<file path="src/rtl/multicycle_ctrl.sv">
// multicycle_ctrl: RV32I multi-cycle control FSM (IDLE/FETCH/DECODE/EXEC/MEM/WB/TRAP); optional MC_PERF_CNT_EN instret counter.
// Latency: ALU/jump 4 cycles, branch 3, load 5, store 4, plus memory wait states.
// Backpressure: mem_req held until mem_ready; MEM_TIMEOUT unanswered cycles traps with bus_err.
module multicycle_ctrl #(
  parameter int MEM_TIMEOUT = 16,
  parameter int CNT_W       = 32
) (
  input  logic             clk,
  input  logic             rst_n,
  input  logic [6:0]       opcode,
  input  logic             mem_ready,
  input  logic             branch_taken,
  output logic             mem_req,
  output logic             mem_we,
  output logic             addr_sel,
  output logic             ir_write,
  output logic             pc_write,
  output logic [1:0]       pc_sel,
  output logic [2:0]       imm_sel,
  output logic             alu_src_a,
  output logic             alu_src_b,
  output logic [1:0]       alu_op,
  output logic             reg_write,
  output logic [1:0]       wb_sel,
  output logic             illegal,
  output logic             bus_err,
  output logic [2:0]       state,
  output logic [CNT_W-1:0] instret
);

  localparam logic [6:0] OPC_LUI    = 7'b0110111;
  localparam logic [6:0] OPC_AUIPC  = 7'b0010111;
  localparam logic [6:0] OPC_JAL    = 7'b1101111;
  localparam logic [6:0] OPC_JALR   = 7'b1100111;
  localparam logic [6:0] OPC_BRANCH = 7'b1100011;
  localparam logic [6:0] OPC_LOAD   = 7'b0000011;
  localparam logic [6:0] OPC_STORE  = 7'b0100011;
  localparam logic [6:0] OPC_OP_IMM = 7'b0010011;
  localparam logic [6:0] OPC_OP     = 7'b0110011;
  localparam logic [6:0] OPC_SYSTEM = 7'b1110011;

  localparam logic [2:0] IMM_I    = 3'd0;
  localparam logic [2:0] IMM_S    = 3'd1;
  localparam logic [2:0] IMM_B    = 3'd2;
  localparam logic [2:0] IMM_U    = 3'd3;
  localparam logic [2:0] IMM_J    = 3'd4;
  localparam logic [2:0] IMM_NONE = 3'd7;

  localparam int WAIT_W = $clog2(MEM_TIMEOUT + 1);
  localparam logic [WAIT_W-1:0] WAIT_LIMIT = WAIT_W'(MEM_TIMEOUT - 1);

  typedef enum logic [2:0] {
    S_IDLE   = 3'd0,
    S_FETCH  = 3'd1,
    S_DECODE = 3'd2,
    S_EXEC   = 3'd3,
    S_MEM    = 3'd4,
    S_WB     = 3'd5,
    S_TRAP   = 3'd7
  } state_t;

  state_t            cur_state, nxt_state;
  logic [WAIT_W-1:0] wait_cnt;
  logic              illegal_q, bus_err_q;
  logic              set_illegal, set_bus_err, retire, mem_expire;

  logic              legal;
  logic [2:0]        imm_dec;
  logic              alu_a_dec, alu_b_dec;
  logic [1:0]        alu_op_dec, wb_dec;

  always_comb begin
    legal      = 1'b1;
    imm_dec    = IMM_NONE;
    alu_a_dec  = 1'b0;
    alu_b_dec  = 1'b0;
    alu_op_dec = 2'd0;
    wb_dec     = 2'd0;
    case (opcode)
      OPC_LUI:    begin imm_dec = IMM_U; alu_b_dec = 1'b1; alu_op_dec = 2'd3; end
      OPC_AUIPC:  begin imm_dec = IMM_U; alu_a_dec = 1'b1; alu_b_dec = 1'b1; end
      OPC_JAL:    begin imm_dec = IMM_J; wb_dec = 2'd2; end
      OPC_JALR:   begin imm_dec = IMM_I; alu_b_dec = 1'b1; wb_dec = 2'd2; end
      OPC_BRANCH: begin imm_dec = IMM_B; alu_op_dec = 2'd1; end
      OPC_LOAD:   begin imm_dec = IMM_I; alu_b_dec = 1'b1; wb_dec = 2'd1; end
      OPC_STORE:  begin imm_dec = IMM_S; alu_b_dec = 1'b1; end
      OPC_OP_IMM: begin imm_dec = IMM_I; alu_b_dec = 1'b1; alu_op_dec = 2'd2; end
      OPC_OP:     begin alu_op_dec = 2'd2; end
      OPC_SYSTEM: begin imm_dec = IMM_I; wb_dec = 2'd3; end
      default:    legal = 1'b0;
    endcase
  end

  // A waiting access expires on its MEM_TIMEOUT-th unanswered cycle; mem_ready in that cycle still completes it.
  assign mem_expire = mem_req && !mem_ready && (wait_cnt == WAIT_LIMIT);

  always_ff @(posedge clk or negedge rst_n) begin
    if (!rst_n) begin
      cur_state <= S_IDLE;
    end else begin
      cur_state <= nxt_state;
    end
  end

  always_comb begin
    nxt_state   = cur_state;
    mem_req     = 1'b0;
    mem_we      = 1'b0;
    addr_sel    = 1'b0;
    ir_write    = 1'b0;
    pc_write    = 1'b0;
    pc_sel      = 2'd0;
    imm_sel     = 3'd0;
    alu_src_a   = 1'b0;
    alu_src_b   = 1'b0;
    alu_op      = 2'd0;
    reg_write   = 1'b0;
    wb_sel      = 2'd0;
    set_illegal = 1'b0;
    set_bus_err = 1'b0;
    retire      = 1'b0;
    case (cur_state)
      S_IDLE: nxt_state = S_FETCH;
      S_FETCH: begin
        mem_req = 1'b1;
        if (mem_ready) begin
          ir_write  = 1'b1;
          pc_write  = 1'b1;
          nxt_state = S_DECODE;
        end else if (mem_expire) begin
          set_bus_err = 1'b1;
          nxt_state   = S_TRAP;
        end
      end
      S_DECODE: begin
        imm_sel = imm_dec;
        if (legal) begin
          nxt_state = S_EXEC;
        end else begin
          set_illegal = 1'b1;
          nxt_state   = S_TRAP;
        end
      end
      S_EXEC: begin
        imm_sel   = imm_dec;
        alu_src_a = alu_a_dec;
        alu_src_b = alu_b_dec;
        alu_op    = alu_op_dec;
        nxt_state = S_WB;
        case (opcode)
          OPC_LOAD, OPC_STORE: nxt_state = S_MEM;
          OPC_BRANCH: begin
            pc_write  = branch_taken;
            pc_sel    = 2'd1;
            retire    = 1'b1;
            nxt_state = S_FETCH;
          end
          OPC_JAL: begin
            pc_write = 1'b1;
            pc_sel   = 2'd1;
          end
          OPC_JALR: begin
            pc_write = 1'b1;
            pc_sel   = 2'd2;
          end
          default: ;
        endcase
      end
      S_MEM: begin
        // ALU selects stay up so the computed address is stable for the whole access.
        mem_req   = 1'b1;
        addr_sel  = 1'b1;
        mem_we    = (opcode == OPC_STORE);
        imm_sel   = imm_dec;
        alu_src_b = 1'b1;
        alu_op    = 2'd0;
        if (mem_ready) begin
          if (opcode == OPC_STORE) begin
            retire    = 1'b1;
            nxt_state = S_FETCH;
          end else begin
            nxt_state = S_WB;
          end
        end else if (mem_expire) begin
          set_bus_err = 1'b1;
          nxt_state   = S_TRAP;
        end
      end
      S_WB: begin
        imm_sel   = imm_dec;
        alu_src_a = alu_a_dec;
        alu_src_b = alu_b_dec;
        alu_op    = alu_op_dec;
        reg_write = 1'b1;
        wb_sel    = wb_dec;
        retire    = 1'b1;
        nxt_state = S_FETCH;
      end
      S_TRAP: nxt_state = S_TRAP;
      default: nxt_state = S_TRAP;
    endcase
  end

  always_ff @(posedge clk or negedge rst_n) begin
    if (!rst_n) begin
      wait_cnt <= '0;
    end else if (mem_req && !mem_ready && (wait_cnt != WAIT_LIMIT)) begin
      wait_cnt <= wait_cnt + 1'b1;
    end else begin
      wait_cnt <= '0;
    end
  end

  always_ff @(posedge clk or negedge rst_n) begin
    if (!rst_n) begin
      illegal_q <= 1'b0;
      bus_err_q <= 1'b0;
    end else begin
      if (set_illegal) illegal_q <= 1'b1;
      if (set_bus_err) bus_err_q <= 1'b1;
    end
  end

  assign illegal = illegal_q;
  assign bus_err = bus_err_q;
  assign state   = cur_state;

`ifdef MC_PERF_CNT_EN
  logic [CNT_W-1:0] instret_q;

  always_ff @(posedge clk or negedge rst_n) begin
    if (!rst_n) begin
      instret_q <= '0;
    end else if (retire) begin
      instret_q <= instret_q + 1'b1;
    end
  end

  assign instret = instret_q;
`else
  logic unused_retire;
  assign unused_retire = retire;
  assign instret       = '0;
`endif

endmodule

</file>
<file path="config.mk">
export PLATFORM = sky130hd
export DESIGN_NAME = multicycle_ctrl
export DESIGN_NICKNAME = d
export VERILOG_FILES = /design/src/rtl/multicycle_ctrl.sv
export SDC_FILE = /design/constraint.sdc
export NUM_CORES = 1
export LEC_CHECK = 0
export CAP_MARGIN = 20
export CORE_MARGIN = 4
export CORE_UTILIZATION = 40
export CTS_CLUSTER_DIAMETER = 40
export CTS_CLUSTER_SIZE = 25
export DETAILED_ROUTE_END_ITERATION = 6
export HOLD_SLACK_MARGIN = 0.05
export PLACE_DENSITY = 0.84
export SYNTH_ARGS = -nofsm -noshare
export SYNTH_HDL_FRONTEND = slang
export SYNTH_SLANG_ARGS = --single-unit
</file>
<file path="constraint.sdc">
create_clock -name clk -period 4.34 [get_ports clk]
set_input_delay 0.651 -clock clk [delete_from_list [all_inputs] [get_ports clk]]
set_output_delay 0.651 -clock clk [all_outputs]
set_load 0.02 [all_outputs]
</file>
==> results of run 1 <==
==> layout make-up <==
| class | instances | area (sq um) | share of cell area, % |
|---|---|---|---|
| clock buffer | 4 | 36.3 | 2.57 |
| sequential | 10 | 250 | 17.7 |
| multi-input combinational | 129 | 742 | 52.6 |
| timing repair buffer | 32 | 320 | 22.7 |
| tap | 31 | 38.8 | 2.75 |
| inverter | 6 | 22.5 | 1.60 |
==> synth_stat cells, types with 2 or more instances <==
| cell | instances |
|---|---|
| buf_4 | 33 |
| nor2_1 | 14 |
| dfrtp_1 | 10 |
| nor3_1 | 9 |
| a21oi_1 | 8 |
| nand2_1 | 7 |
| nand3_1 | 7 |
| inv_1 | 6 |
| nand2b_1 | 5 |
| nor2b_1 | 5 |
| o21ai_0 | 5 |
| and3_1 | 3 |
| clkbuf_1 | 3 |
| ha_1 | 3 |
| xor2_1 | 3 |
| a211oi_1 | 2 |
| buf_6 | 2 |
| mux2i_1 | 2 |
| nand2b_4 | 2 |
| nor3b_1 | 2 |
| o22ai_1 | 2 |
==> registers in the layout (all words and copies together) (netlist names) <==
name,cells
state,3
illegal,1
wait_cnt,5
bus_err,1
==> worst max-delay path, stage by stage <==
cell and delay (ns):
clkdlybuf4s50_1 0.67, nor2b_1 0.28, and2_1 0.21, nand3_1 0.15, nor3_1 0.22, clkdlybuf4s50_1 0.64
==> cell families (layout without fill, tap and decap cells) <==
| kind of cell | after synthesis | in the layout | synth area share, % |
|---|---|---|---|
| adders and majority gates | 3 | 3 | 3.16 |
| buffers and inverters | 46 | 42 | 26.3 |
| other | 1 | 32 | 0.315 |
| AOI/OAI and AO/OA | 26 | 26 | 14.1 |
| DFF | 10 | 10 | 21.1 |
| muxes | 3 | 3 | 2.63 |
| and+or+nand+nor | 61 | 61 | 29.5 |
| xor gates and xnor gates | 4 | 4 | 2.95 |
==> routing by layer <==
layer  track usage [%]  part of all wire [%]
met2              18.5                    46
met4              2.48                     0
met3              4.14                   8.5
met1              16.2                    46
met5                 0                     0
==> power by group <==
group | total, mW | internal (mW) | switching [mW]
logic | 0.440 | 0.203 | 0.237
registers | 0.165 | 0.113 | 0.0523
clock network | 0.0816 | 0.0509 | 0.0307
==> worst paths after layout <==
path	slack [ns]	from	end	cells past startpoint
min in group asynchronous	0.69	rst_n	wait_cnt[3]$_DFF_PN0_	1
max	0.87	opcode[5]	pc_sel[1]	6
min	0.46	bus_err$_DFFE_PN0P_	bus_err$_DFFE_PN0P_	1
min reg2reg	0.46	bus_err$_DFFE_PN0P_	bus_err$_DFFE_PN0P_	1
max reg2reg	2.19	wait_cnt[0]$_DFF_PN0_	state[2]$_DFF_PN0_	7
max in group asynchronous	3.36	rst_n	illegal$_DFFE_PN0P_	1
==> results_dict.tcl, run 1 <==
set metrics [dict create \
    p_per_area_nw_per_um2 487 \
    slew_headroom_pct 54.4 \
    ant_nets 0 \
    place_hpwl_mm 2.01 \
    worstPathMaxFanout 12 \
    grt_pass1_vias 865 \
    die-area_sq_um 3910 \
    antenna_found_initial 0 \
    slew_violations 0 \
    crit_type "primary input to primary output" \
    area_growth_pct 18.6 \
    grt_pass1_wl_mm 3.92 \
    post-route-period-util_pct 79.9 \
    synthFlopType "dfrtp_1" \
    synth_top_area_share_pct 21.1 \
    clock_skew_ns 0.00288 \
    dp_cells 208 \
    clk_path_buf_depth 2 \
    final_core_util_pct 50.3 \
    nFillCells 270 \
    fin_crit_ns 3.47 \
    core_sq_um 2810 \
    tightest_slew_ns 0.667 \
    async_reset_ff_share_pct 100 \
    vias 1034 \
    cts_setup_buffers 0 \
    initial_core_util_pct 42.4 \
    hp-class "flip-flop to flip-flop" \
    clockRootBuffer "clkbuf_4" \
    die_w_microns 62.5 \
    yosysWarningCount 0 \
    layout.cells.non_filler 212 \
    wl_mm 2.49 \
    setup_ws_ns 0.874 \
    synth_edf_count 0 \
    top_level_ports 65 \
    cts_resized 0 \
    final-hold-violation-count 0 \
    rsz0062_at_grt "no" \
    yosysUniqueCellTypes 42 \
    holdWs_ns 0.460 \
    status "finished, final reports clean" \
    end_kind "primary output" \
    overflow 0 \
    rows 19 \
    htreeDepth 1 \
    worstSkewPairLatency_ns 0.26 \
    max-vdd-ir-drop_mv 0.208 \
    route.detailed.drc 0 \
    startpoint_type "primary input" \
    cts_buffers 3 \
    antenna_cells 0 \
    syn_area_sq_um 1190 \
    clk_pin_slew_worst_paths_ns 0.06 \
    setup_tns_ns 0 \
    finalWeightedCongestion 0.830 \
    grtUsageTotal_pct 12.0 \
    netlist_instances 154 \
    pre_cts_ws_ns 0.886 \
    cp.arrival_ns 2.82 \
    cap_violations 0 \
    p_leak_nw 0.624 \
    place_area_sq_um 1370 \
    critPathRequiredTime_ns 3.69 \
    ys_seq_area_share_pct 21.1 \
    cts_tree "built" \
    port_buffers 32 \
    yosysTopAreaCell "dfrtp_1" \
    drive_gt1_share_pct 5.52 \
    post_drt_wl_per_cell_microns 11.8 \
    setup_violations 0 \
    synth.ff_latch_count 10 \
    die_y_microns 62.5 \
    finalPower_mw 0.686 \
    synthTopCellsByArea "dfrtp_1 21%, buf_4 21%, nor2_1 4.4%" \
    avgSynthCellArea_sq_um 7.72 \
    via_per_inst 4.88 \
    cts_sinks 10 \
    grt_max_degree 17 \
    drt-initial-drc-count 24 \
    fin_nets 196 \
    cts.hold.buffers_added 0 \
    fmax_mhz 288 \
    final_cell_mix "32 x conb_1, 32 x clkdlybuf4s50_1, 14 x nor2_1, 10 x dfrtp_1, 9 x nor3_1" \
    drtPass1Iterations 4 \
    final_area_sq_um 1410 \
]
Power figures use the tool's default switching activity.
==> inputs of run 2 (changes only) <==
--- a/config.mk
+++ b/config.mk
@@ -7,12 +7,12 @@
 export LEC_CHECK = 0
 export CAP_MARGIN = 20
 export CORE_MARGIN = 4
-export CORE_UTILIZATION = 40
+export CORE_UTILIZATION = 39
 export CTS_CLUSTER_DIAMETER = 40
 export CTS_CLUSTER_SIZE = 25
 export DETAILED_ROUTE_END_ITERATION = 6
 export HOLD_SLACK_MARGIN = 0.05
-export PLACE_DENSITY = 0.84
+export PLACE_DENSITY = 0.83
 export SYNTH_ARGS = -nofsm -noshare
 export SYNTH_HDL_FRONTEND = slang
 export SYNTH_SLANG_ARGS = --single-unit
==> constraint.sdc (replaced) <==
create_clock -name clk -period 3.4 [get_ports clk]
set_input_delay 0.51 -clock clk [delete_from_list [all_inputs] [get_ports clk]]
set_output_delay 0.51 -clock clk [all_outputs]
set_load 0.02 [all_outputs]
==> results_dict.tcl, run 2 (synthesized netlist as in run 1, its figures left out) <==
set metrics [dict create \
    status "finished, final reports clean" \
    crit_chain "clkdlybuf4s50_1 -> nor2b_1 -> and2_1 -> nand3_1 -> nor3_1 -> clkdlybuf4s50_1" \
    cts.hold.buffers_added 0 \
    reg2reg_to "state[2]$_DFF_PN0_" \
    r2r-start "wait_cnt[0]$_DFF_PN0_" \
    fmax_mhz 317 \
    grt_pass1_wl_mm 4.14 \
    end_kind "primary output" \
    reg2reg_depth 7 \
    core_sq_um 2830 \
    via_per_inst 4.92 \
    place_hpwl_mm 2.06 \
    p_per_area_nw_per_um2 604 \
    rows 19 \
    route.detailed.drc 0 \
    max-vdd-ir-drop_mv 0.249 \
    path_delay_family "buffers and inverters" \
    port_buffers 32 \
    cts_tree "built" \
    worstPathMaxFanout 13 \
    clockRootBuffer "clkbuf_4" \
    slew_headroom_pct 51.3 \
    cpMaxStageDelayCell "clkdlybuf4s50_1" \
    cap_violations 0 \
    setup_tns_ns 0 \
    ff2ff_setup_slack_ns 1.27 \
    cts_buffers 3 \
    cts_sinks 10 \
    wl_mm 2.60 \
    setup_violations 0 \
    seq_area_sq_um 250 \
    critPathRequiredTime_ns 2.89 \
    fin_crit_ns 3.15 \
    clk_path_buf_depth 2 \
    cts_resized 0 \
    post_drt_wl_per_cell_microns 12.3 \
    antenna_found_initial 0 \
    multi_input_area_sq_um 742 \
    cp_num_cells 6 \
    holdPathStages 1 \
    top_level_ports 65 \
    vias 1044 \
    ant_nets 0 \
    clock_skew_ns 0.00587 \
    rsz0062_at_grt "no" \
    drtPass1Iterations 4 \
    antenna_cells 0 \
    cpMostUsedCell "clkdlybuf4s50_1" \
    cp.arrival_ns 2.64 \
    nFillCells 298 \
    hold_path_end "bus_err$_DFFE_PN0P_" \
    die_w_microns 63.2 \
    startpoint_type "primary input" \
    drive_gt1_share_pct 5.52 \
    worstSkewPairLatency_ns 0.26 \
    grtUsageTotal_pct 12.5 \
    setup_ws_ns 0.248 \
    initial_core_util_pct 42.0 \
    crit_type "primary input to primary output" \
    cts_setup_buffers 0 \
    final-hold-violation-count 0 \
    tightest_slew_ns 0.712 \
    final_cell_mix "32 x conb_1, 32 x clkdlybuf4s50_1, 14 x nor2_1, 10 x dfrtp_1, 9 x nor3_1" \
    drt-initial-drc-count 34 \
    critPathMaxStageDelay_ns 0.64 \
    hp-class "flip-flop to flip-flop" \
    pre_cts_ws_ns 0.275 \
    die-area_sq_um 3990 \
    die_y_microns 63.2 \
    grt_pass1_vias 884 \
    cp.buffers_inverters 2 \
    min_from "bus_err$_DFFE_PN0P_" \
    p_leak_nw 0.621 \
    finalWeightedCongestion 0.787 \
    overflow 0 \
    slew_violations 0 \
    fin_nets 197 \
    post-route-period-util_pct 92.7 \
    htreeDepth 1 \
    largest_register "wait_cnt" \
    largest_register_ffs 5 \
    area_growth_pct 18.1 \
    clk_pin_slew_worst_paths_ns 0.06 \
    grt_max_degree 17 \
]
[run 2: changes by cell type in the layout (fill, tap and decap cells not counted), sizes merged]
cell / delta
buf: +1
clkbuf: -1
[run 2: worst max-delay path by stage]
stage	end	slack, ns	from
finish	pc_sel[0]	0.25	opcode[4]
global route	pc_sel[0]	0.08	opcode[4]
CTS	pc_sel[1]	0.27	opcode[4]
detailed placement	pc_sel[1]	0.27	opcode[4]
global placement	alu_op[0]	0.30	opcode[6]
floorplan	alu_src_a	1.10	state[1]$_DFF_PN0_
[run 2: layer usage]
metal	share of wire, %	wire, microns	vias to the layer above	track usage, %
met5	0	0	-	0
met4	0.54	14	0	4.58
met3	11	273	2	2.84
met2	43	1130	56	18.4
met1	45	1180	469	17.7
li1	-	-	517	-
[run 2: through the flow]
stage	hold slack (ns)	instances	power, mW	util [%]	cell area, sq um
2_1_floorplan	0.214	185	0.594	-	1310
3_3_place_gp	0.440	209	0.772	48.8	1380
3_5_place_dp	0.448	209	0.775	48.8	1380
4_1_cts	0.458	212	0.855	49.6	1400
5_1_grt	0.482	212	0.911	49.6	1400
6_report	0.451	212	0.848	49.6	1400
[run 2: power by group]
group	total, mW	internal [mW]	switching [mW]	leakage (nW)
Sequential	0.213	0.144	0.0688	0.128
Combinational	0.559	0.259	0.300	0.480
Clock	0.0770	0.0407	0.0363	0.0138
Total	0.848	0.444	0.405	0.621
[run 2: area by class of cell]
| class | instances | area share, % |
|---|---|---|
| sequential | 10 | 17.8 |
| inverter | 6 | 1.60 |
| clock buffer | 3 | 1.60 |
| timing repair buffer | 33 | 23.4 |
| tap | 31 | 2.76 |
| multi-input combinational | 129 | 52.9 |
==> inputs of run 3 (changes only) <==
--- a/config.mk
+++ b/config.mk
@@ -11,8 +11,8 @@
 export CTS_CLUSTER_DIAMETER = 40
 export CTS_CLUSTER_SIZE = 25
 export DETAILED_ROUTE_END_ITERATION = 6
-export HOLD_SLACK_MARGIN = 0.05
-export PLACE_DENSITY = 0.83
+export HOLD_SLACK_MARGIN = 0.03
+export PLACE_DENSITY = 0.84
 export SYNTH_ARGS = -nofsm -noshare
 export SYNTH_HDL_FRONTEND = slang
 export SYNTH_SLANG_ARGS = --single-unit
==> results_dict.tcl, run 3 (synthesized netlist as in run 1, its figures left out) <==
set metrics [dict create \
    max-vdd-ir-drop_mv 0.256 \
    grt_pass1_vias 906 \
    p_seq_share_pct 24.8 \
    end_kind "primary output" \
    hp-class "flip-flop to flip-flop" \
    core_sq_um 2830 \
    final_core_util_pct 49.9 \
    clockRootBuffer "clkbuf_4" \
    cpMaxStageDelayCell "clkdlybuf4s50_1" \
    antenna_found_initial 0 \
    switching_share_pct 47.8 \
    p_per_area_nw_per_um2 603 \
    place_hpwl_mm 2.14 \
    clk_path_buf_depth 2 \
    grt_pass1_wl_mm 4.26 \
    cts_tree "built" \
    worstSkewPairLatency_ns 0.25 \
    via_per_inst 5.00 \
    fmax_mhz 317 \
    post-route-period-util_pct 92.8 \
    cpMostUsedCell "clkdlybuf4s50_1" \
    clock_skew_ns 0.00399 \
    place_area_sq_um 1390 \
    worstPathMaxFanout 13 \
    rows 19 \
    finalPower_mw 0.851 \
    clk_pin_slew_worst_paths_ns 0.06 \
    fin_nets 198 \
    multi_input_area_sq_um 742 \
    final_cell_mix "32 x conb_1, 32 x clkdlybuf4s50_1, 14 x nor2_1, 10 x dfrtp_1, 9 x nor3_1" \
    slew_violations 0 \
    final-hold-violation-count 0 \
    crit_type "primary input to primary output" \
    cts_sinks 10 \
    p_clk_share_pct 9.0 \
    cts.hold.buffers_added 0 \
    cap_violations 0 \
    tightest_slew_ns 0.523 \
    setup_tns_ns 0 \
    critPathMaxStageDelay_ns 0.65 \
    holdWs_ns 0.460 \
    drtPass1Iterations 4 \
    setup_violations 0 \
    drt-initial-drc-count 34 \
    rsz0062_at_grt "no" \
    setup_ws_ns 0.245 \
    antenna_cells 0 \
    startpoint_type "primary input" \
    slew_headroom_pct 64.2 \
    crit_chain "clkdlybuf4s50_1 -> nor2b_1 -> and2_1 -> nand3_1 -> nor3_1 -> clkdlybuf4s50_1" \
    grtUsageTotal_pct 12.8 \
    overflow 0 \
    layout.cells.non_filler 213 \
    combPwrFrac_pct 66.2 \
    pre_cts_ws_ns 0.256 \
    cts_buffers 3 \
    initial_core_util_pct 42.0 \
    status "finished, final reports clean" \
    top_level_ports 65 \
    cp.arrival_ns 2.65 \
    vias 1066 \
    cts_resized 0 \
    port_buffers 32 \
    drive_gt1_share_pct 6.04 \
    p_leak_nw 0.626 \
    die_w_microns 63.2 \
    largest_register "wait_cnt" \
    seq_area_sq_um 250 \
    grt_max_degree 17 \
    largest_register_ffs 5 \
    dp_cells 210 \
    final_area_sq_um 1410 \
    ant_nets 0 \
    post_drt_wl_per_cell_microns 12.4 \
    critPathRequiredTime_ns 2.89 \
    die-area_sq_um 3990 \
    wl_mm 2.64 \
    route.detailed.drc 0 \
    p_switching_mw 0.407 \
    cts_setup_buffers 0 \
    fin_crit_ns 3.16 \
    die_y_microns 63.2 \
    p_int_mw 0.444 \
    htreeDepth 1 \
    area_growth_pct 18.7 \
    nFillCells 277 \
    finalWeightedCongestion 0.799 \
]
[run 3: cell count changes in the layout (fill, tap and decap cells not counted)]
cell and change:
buf_4 +1
[run 3: worst paths after layout]
| check | start | to | slack (ns) | depth (start not counted) |
|---|---|---|---|---|
| worst min-delay path | wait_cnt[0]$_DFF_PN0_ | wait_cnt[0]$_DFF_PN0_ | 0.46 | 1 |
| worst max-delay path | opcode[4] | pc_sel[1] | 0.24 | 6 |
| max in group asynchronous | rst_n | state[1]$_DFF_PN0_ | 2.53 | 1 |
| worst min register to register | wait_cnt[0]$_DFF_PN0_ | wait_cnt[0]$_DFF_PN0_ | 0.46 | 1 |
| worst max register to register | wait_cnt[0]$_DFF_PN0_ | state[2]$_DFF_PN0_ | 1.25 | 7 |
| min in group asynchronous | rst_n | wait_cnt[3]$_DFF_PN0_ | 0.56 | 1 |
[run 3: layout make-up]
type | count | share of cell area, %
timing repair buffer | 34 | 23.8
sequential | 10 | 17.7
multi-input combinational | 129 | 52.6
inverter | 6 | 1.60
tap | 31 | 2.75
clock buffer | 3 | 1.60
[run 3: layer usage]
layer	vias up	global-route usage [%]	share of wire, %
met1	491	17.5	43
met5	-	0	0
met2	48	19.2	47
li1	527	-	-
met3	0	4.26	10
met4	0	3.23	0
[run 3: critical path, delay by kind of cell]
kind,cells,cell delay (ns)
buffers and inverters,2,1.28
AND/OR/NAND/NOR,4,0.86
[run 3: power by group through the flow]
stage               clock network (mW)  registers (mW)  logic [mW]
floorplan                            0           0.188       0.406
global placement                     0           0.212       0.562
finish                          0.0763           0.211       0.563
detailed placement                   0           0.212       0.566
CTS                             0.0775           0.210       0.567
global route                    0.0878           0.220       0.612
